==> src/rtl/spi2apb3_host.sv <==
// SPI host that frames APB3 commands for the SPI-to-APB bridge: one 112-slot frame
// per command, idle frames in between, and a response pulse after each command frame.
module spi2apb3_host #(
    parameter logic [7:0] IDLE_OP = 8'h00
) (
    input  logic        SPICLK,
    input  logic        PRESETn,
    input  logic        cmd_valid,
    output logic        cmd_ready,
    input  logic [1:0]  cmd_op,
    input  logic [39:0] cmd_addr,
    input  logic [31:0] cmd_wdata,
    output logic        rsp_valid,
    output logic [1:0]  rsp_op,
    output logic [31:0] rsp_rdata,
    output logic        MOSI,
    input  logic        MISO,
    output logic        busy
);

    localparam logic [0:0] IDLE_FRAME = 1'b0;
    localparam logic [0:0] CMD_FRAME  = 1'b1;
    localparam logic [6:0] LAST_SLOT  = 7'd111;
    localparam logic [6:0] DOUT_SLOT  = 7'd80;

    // Handshake: a command is taken on any rising edge with cmd_valid && cmd_ready.
    // cmd_ready is simply "holding register empty"; cmd_valid may drop freely.

    logic [6:0]   fcnt_q, fcnt_d;
    logic [0:0]   state_q, state_d;
    logic         pending_q, pending_d;
    logic [1:0]   hold_op_q, hold_op_d;
    logic [39:0]  hold_addr_q, hold_addr_d;
    logic [31:0]  hold_wdata_q, hold_wdata_d;
    logic [1:0]   cur_op_q, cur_op_d;
    logic [110:0] sreg_q, sreg_d;
    logic         mosi_q, mosi_d;
    logic [31:0]  rx_q, rx_d;
    logic         rsp_valid_q, rsp_valid_d;
    logic [1:0]   rsp_op_q, rsp_op_d;
    logic [31:0]  rsp_rdata_q, rsp_rdata_d;

    logic         wrap, accept, load_cmd;
    logic [1:0]   sel_op;
    logic [39:0]  sel_addr;
    logic [31:0]  sel_wdata;
    logic [111:0] new_frame;

    function automatic logic [7:0] op_byte(input logic [1:0] op);
        case (op)
            2'b00:   op_byte = 8'h20;
            2'b01:   op_byte = 8'hA0;
            2'b10:   op_byte = 8'h40;
            default: op_byte = 8'hC0;
        endcase
    endfunction

    always_comb begin
        wrap      = (fcnt_q == LAST_SLOT);
        accept    = cmd_valid & ~pending_q;
        // A pending command wins; otherwise an edge-111 acceptance bypasses the holding register.
        load_cmd  = pending_q | accept;
        sel_op    = pending_q ? hold_op_q    : cmd_op;
        sel_addr  = pending_q ? hold_addr_q  : cmd_addr;
        sel_wdata = pending_q ? hold_wdata_q : cmd_wdata;
        new_frame = load_cmd ? {op_byte(sel_op), sel_addr, (sel_op[0] ? sel_wdata : 32'h0), 32'h0}
                             : {IDLE_OP, 104'h0};

        fcnt_d       = wrap ? 7'd0 : fcnt_q + 7'd1;
        state_d      = state_q;
        pending_d    = pending_q;
        hold_op_d    = hold_op_q;
        hold_addr_d  = hold_addr_q;
        hold_wdata_d = hold_wdata_q;
        cur_op_d     = cur_op_q;
        rx_d         = rx_q;
        rsp_valid_d  = 1'b0;
        rsp_op_d     = rsp_op_q;
        rsp_rdata_d  = rsp_rdata_q;
        mosi_d       = sreg_q[110];
        sreg_d       = {sreg_q[109:0], 1'b0};

        if (accept) begin
            pending_d    = 1'b1;
            hold_op_d    = cmd_op;
            hold_addr_d  = cmd_addr;
            hold_wdata_d = cmd_wdata;
        end
        if (state_q == CMD_FRAME && fcnt_q >= DOUT_SLOT) begin
            rx_d = {rx_q[30:0], MISO};
        end
        if (wrap) begin
            pending_d   = 1'b0;
            state_d     = load_cmd ? CMD_FRAME : IDLE_FRAME;
            cur_op_d    = load_cmd ? sel_op : 2'b00;
            mosi_d      = new_frame[111];
            sreg_d      = new_frame[110:0];
            if (state_q == CMD_FRAME) begin
                rsp_valid_d = 1'b1;
                rsp_op_d    = cur_op_q;
                rsp_rdata_d = cur_op_q[0] ? 32'h0 : rx_d;
            end
        end
    end

    always_ff @(posedge SPICLK or negedge PRESETn) begin
        if (!PRESETn) begin
            fcnt_q       <= 7'd0;
            state_q      <= IDLE_FRAME;
            pending_q    <= 1'b0;
            hold_op_q    <= 2'b00;
            hold_addr_q  <= 40'h0;
            hold_wdata_q <= 32'h0;
            cur_op_q     <= 2'b00;
            sreg_q       <= {IDLE_OP[6:0], 104'h0};
            mosi_q       <= 1'b0;
            rx_q         <= 32'h0;
            rsp_valid_q  <= 1'b0;
            rsp_op_q     <= 2'b00;
            rsp_rdata_q  <= 32'h0;
        end else begin
            fcnt_q       <= fcnt_d;
            state_q      <= state_d;
            pending_q    <= pending_d;
            hold_op_q    <= hold_op_d;
            hold_addr_q  <= hold_addr_d;
            hold_wdata_q <= hold_wdata_d;
            cur_op_q     <= cur_op_d;
            sreg_q       <= sreg_d;
            mosi_q       <= mosi_d;
            rx_q         <= rx_d;
            rsp_valid_q  <= rsp_valid_d;
            rsp_op_q     <= rsp_op_d;
            rsp_rdata_q  <= rsp_rdata_d;
        end
    end

    assign cmd_ready = ~pending_q;
    assign busy      = (state_q == CMD_FRAME);
    assign MOSI      = mosi_q;
    assign rsp_valid = rsp_valid_q;
    assign rsp_op    = rsp_op_q;
    assign rsp_rdata = rsp_rdata_q;

endmodule

==> config.mk <==
export PLATFORM = sky130hd
export DESIGN_NAME = spi2apb3_host
export DESIGN_NICKNAME = d
export VERILOG_FILES = /design/src/rtl/spi2apb3_host.sv
export SDC_FILE = /design/constraint.sdc
export NUM_CORES = 1
export LEC_CHECK = 0
export BUFFER_PORTS_ARGS = -buffer_cell sky130_fd_sc_hd__buf_4
export CORE_AREA = 2 2 141 143
export DETAILED_ROUTE_END_ITERATION = 7
export DIE_AREA = 0 0 143 145
export GPL_TIMING_DRIVEN = 0
export PLACE_DENSITY = 0.7
export SLEW_MARGIN = 20
export SYNTH_ARGS = -nofsm -noshare
export SYNTH_HDL_FRONTEND = slang
export SYNTH_SLANG_ARGS = --single-unit
==> constraint.sdc <==
create_clock -name SPICLK -period 2.2 [get_ports SPICLK]
set_clock_uncertainty 0.1 [all_clocks]
set_input_delay 0.44 -clock SPICLK [delete_from_list [all_inputs] [get_ports SPICLK]]
set_output_delay 0.44 -clock SPICLK [all_outputs]
set_load 0.02 [all_outputs]
## Yosys cells after proc, flatten, opt, wreduce, memory -nomap -nowiden

Index checks and enable logic that the tools add are counted.
W data, S select, Z words.

| storage, ports and cells | value |
|---|---|
| register bits after elaboration | 264 |
| bits of input ports | 78 |
| word-level logic and storage cells | 42 |
| output and inout port bits | 38 |

| cells by class | value |
|---|---|
| bitwise operators | 3 |
| $lt $le $gt $ge | 1 |
| reductions and logical operators | 4 |
| eq/ne operators | 3 |
| mux-type cells | 17 |
| $add $sub $neg | 1 |

Operator list:

| operator | count |
|---|---|
| $mux W32 | 4 |
| $mux W112 | 1 |
| $mux W111 | 1 |
| $mux W40 | 1 |
| $pmux W8 S3 | 1 |
| $add A7 B1 Y7 const B | 1 |
| $eq A7 B7 Y1 const B | 1 |
| $ge A7 B7 Y1 const B | 1 |
| $mux W7 | 1 |
| $mux W1 | 6 |
| $mux W2 | 2 |
| $eq A2 B1 Y1 const B | 1 |
| $eq A2 B2 Y1 const B | 1 |
| $logic_not A2 Y1 | 1 |
| $reduce_and A2 Y1 | 1 |
| $reduce_bool A2 Y1 | 1 |
| $and A1 B1 Y1 | 1 |
| $logic_and A1 B1 Y1 | 1 |
| $not A1 Y1 | 1 |
| $or A1 B1 Y1 | 1 |

## Depth between registers and ports, before layout

| logic depth | value |
|---|---|
| word-level depth | 5 |
| mapped depth | 7 |
| gate-level depth less buffers | 4 |

## Worst setup path before layout

No wires, ideal clock.

| path | value |
|---|---|
| path type | flip-flop to flip-flop |
| start point | register fcnt_q[0] |
| end point | register sreg_q[100] |
| stages on the path, launching flop included | 7 |
| path buffers | 2 |
| data required time | 1.973 ns |
| clock period less this slack | 1.744 ns |
| slack | 0.456 ns |
| data arrival time | 1.516 ns |
| setup time | 0.127 ns |
| cells stage by stage | dfrtp_1 > ha_1 > nand3_2 > nor3_4 > buf_6 > buf_6 > mux2_1 |

| between the ends | value |
|---|---|
| longest elaborated chain between the ends | 2 |

Ends and longest elaborated chain:

| what | line | RTL |
|---|---|---|
| from (decl) | 29 | `logic [6:0] fcnt_q, fcnt_d;` |
| from (signal assigned) | 122 | `fcnt_q <= fcnt_d;` |
| $eq A7 B7 Y1 | 59 | `wrap = (fcnt_q == LAST_SLOT);` |
| $mux W111 | 92 | `if (wrap) begin` |
| net sreg_d[100] | 36 | `logic [110:0] sreg_q, sreg_d;` |
| to (signal assigned) | 115 | `sreg_q <= {IDLE_OP[6:0], 104'h0};` |
| to (signal assigned) | 129 | `sreg_q <= sreg_d;` |
| to (decl) | 36 |  |

The timed path passes the listed nets, and every way through them passes these cells.
A chain may end at the register's enable or synchronous reset.

## Final worst setup path

| path | value |
|---|---|
| start point | register pending_q |
| end point | output cmd_ready |

| between the ends | value |
|---|---|
| longest elaborated chain between the ends | 1 |

Ends and longest elaborated chain:

| what | line | RTL |
|---|---|---|
| from (decl) | 31 | `logic pending_q, pending_d;` |
| from (signal assigned) | 124 | `pending_q <= pending_d;` |
| $not A1 Y1 | 138 | `assign cmd_ready = ~pending_q;` |
| to (decl) | 9 | `output logic cmd_ready,` |

No other way between the ends.

==> results.md <==
* Crit path capture type: primary output
* Slew Limit Fails at 0
* First-pass GRT wire length at 31.6 mm
* Clock root buffer: clkbuf_16
* Register area share after synthesis at 0.613
* Seq cells post-synth at 232
* # setup viols final at 0
* R2R Setup Slk at 0.17 ns
* Clock slew at reported path FFs at 0.06 ns
* Number of global-route vias before repair at 6294
* Worst slack at placement at 0.147 ns
* Iter 0 DRT Violations at 358
* Share of the synthesized area in the top cell type at 0.613
* Overall Power at 9.19 mW
* Post-route DRC at 0
* Final Util at 0.602
* Final net count at 1027
* Final cycle utilization of the critical path at 0.957
* Vias/cell at 5.06
* Post-route cell area at 0.0116 mm2
* GRT Total Usage at 0.185
* WP data required at 1.66 ns
* Share of layout cells above drive strength 1 at 0.249
* Status: finished, final reports clean
* Die Span X at 143 um
* # clock sinks at 232
* Hold slack at 0.0313 ns
* P&R area growth vs syn at 21.9%
* Final hold viol count at 0
* Peak VDD IR at 0.599 mV
* Die area at 0.0207 mm2
* Fmax at 475 MHz
* Final WS setup at 0.0938 ns
* Yosys top cell by area: dfrtp_1
* Count leader, synth: dfrtp_1
* Unrepaired setup endpoints after global routing: false
* WP data arrival at 1.57 ns
* TritonRoute pass-1 iters at 4
* Wirelength per Cell at 15.3 um
* Most frequent cells after synthesis: dfrtp_1, nand2_1, mux2i_1
* Cells after Synth at 802
* Initial Utilization at 0.493
* Finished Layout Cells at 1230
* Via Count at 6220
* Cell area power density at 795 mW/mm2
* Final setup TNS at 0 ns
* Crit-path max FO at 10
* Gr ovfl total at 0
* Tightest Pin Transition at 0.599 ns
* Final RePlAce weighted congestion at 0.754
* Core Rows at 51
* Tmin final at 2.11 ns
* Syn_nets at 882
* YS warnings at 0
* Max capacitance violation total at 0
* ANT cells at 0
* Clock Tree Buf Depth at 3
* Worst min path class: in -> reg
* Fillcell total at 1587
* Total Routed Length at 18.8 mm
* Antenna Nets Post-Route at 0
* Mean Syn Cell Area at 11.8 um2
* WS Path Type: reg -> out
* Pin count of the biggest net entering global routing at 98
* Number of buffers created by CTS at 25
* Core Area at 0.0192 mm2
* Initial antenna violation count at 0
* CTS tree: yes
* Main area contributors after synthesis: dfrtp_1, nand2_1, mux2i_1, o2bb2ai_1, mux2_2
* Num ports at 116
* DPL Wire Length at 12.4 mm
* Die Ht at 145 um
* Clock latency on the worst-skew pair at 0.51 ns
* Placed inst area at 0.0107 mm2
* CP Launch Type: flop
* H-tree Lvls at 1
* Leakage power at 6.50 nW
* Setup bufs post-CTS at 0
* Post-synth EDFFs at 0
* Slew headroom at 0.600
* Cells after DPL at 1184
* Yosys cell types at 37
* Asr flop ratio synth at 1.00
* Main flop type after synthesis: dfrtp_1
* Port-buffer cells at 115
* Synthesized area at 0.00948 mm2
## layer usage
| layer | global-route usage | vias to the layer above | wire length (um) |
|---|---|---|---|
| met4 | 0.0510 | 0 | 343 |
| met5 | 0 | - | 0 |
| met1 | 0.271 | 3063 | 8830 |
| li1 | - | 3004 | - |
| met3 | 0.0323 | 27 | 895 |
| met2 | 0.287 | 126 | 8760 |
## logic make-up after synthesis
kind of cell             synth area share
buffers and inverters              0.0470
multiplexers                        0.123
AND/OR/NAND/NOR                     0.109
adder cells (fa/ha/maj)           0.00264
XOR/XNOR                          0.00185
AO/OA/AOI/OAI                       0.104
flip-flops                          0.613
## what timing repair did
action / CTS / global route
endpoints found under the hold margin: 39 / 0
hold buffers: 1 / 0
setup endpoints to repair: 0 / 0
gates resized for setup: 0 / 0
## cell usage in the layout (no fill, tap or decap), types with 2 or more instances in the layout
master     count
dfrtp_1      232
nand2_1      225
buf_4        126
mux2i_1       64
o2bb2ai_1     63
mux2_2        41
a22o_1        40
inv_1         37
clkbuf_16     25
clkbuf_1      22
buf_2         20
and2_1         8
clkinv_2       6
buf_6          5
clkbuf_8       5
mux2_1         4
nor2_1         3
o21ai_0        3
nand3b_1       3
and3b_1        2
nand3_1        2
xor2_1         2
or2_2          2
o21a_1         2
ha_1           2
bufinv_16      2
buf_16         2
## critical path: stages, from the launching register on
cell	delay, ns
dfrtp_1	0.32
buf_2	0.19
buf_2	0.29
inv_1	0.10
buf_4	0.17
## where the power goes
part / internal, mW / switching [mW]
clock: 2.49 / 1.62
combinational: 0.282 / 0.260
sequential: 4.45 / 0.0925
## path summary, 6_finish.rpt
check                                  from  depth (start not counted)              to
max in group asynchronous           PRESETn                          3     sreg_q[103]
worst max-delay path              pending_q                          4       cmd_ready
worst min-delay path            cmd_addr[5]                          3  hold_addr_q[5]
worst min register to register  sreg_q[106]                          1     sreg_q[107]
min in group asynchronous           PRESETn                          2        rx_q[20]
worst max register to register    fcnt_q[0]                          6     sreg_q[102]
## final cells by class
| class | instances | area (um2) | share of cell area |
|---|---|---|---|
| clock buffer | 37 | 721 | 0.0624 |
| clock inverter | 8 | 90.1 | 0.00780 |
| multi-input combinational | 480 | 3230 | 0.279 |
| inverter | 37 | 139 | 0.0120 |
| buffer | 53 | 307 | 0.0265 |
| tap | 265 | 332 | 0.0287 |
| sequential | 232 | 5810 | 0.502 |
| timing repair buffer | 118 | 936 | 0.0810 |
## flip-flops by register name, summed over array words and instances (netlist names)
| signal | flops |
|---|---|
| hold_addr_q | 40 |
| rx_q | 32 |
| cur_op_q | 2 |
| rsp_rdata | 32 |
| pending_q | 1 |
| hold_wdata_q | 32 |
| rsp_valid | 1 |
| fcnt_q | 7 |
| busy | 1 |
| hold_op_q | 2 |
| MOSI | 1 |
| rsp_op | 2 |
| sreg_q | 79 |
No activity file was read; power rests on OpenSTA's default activity.
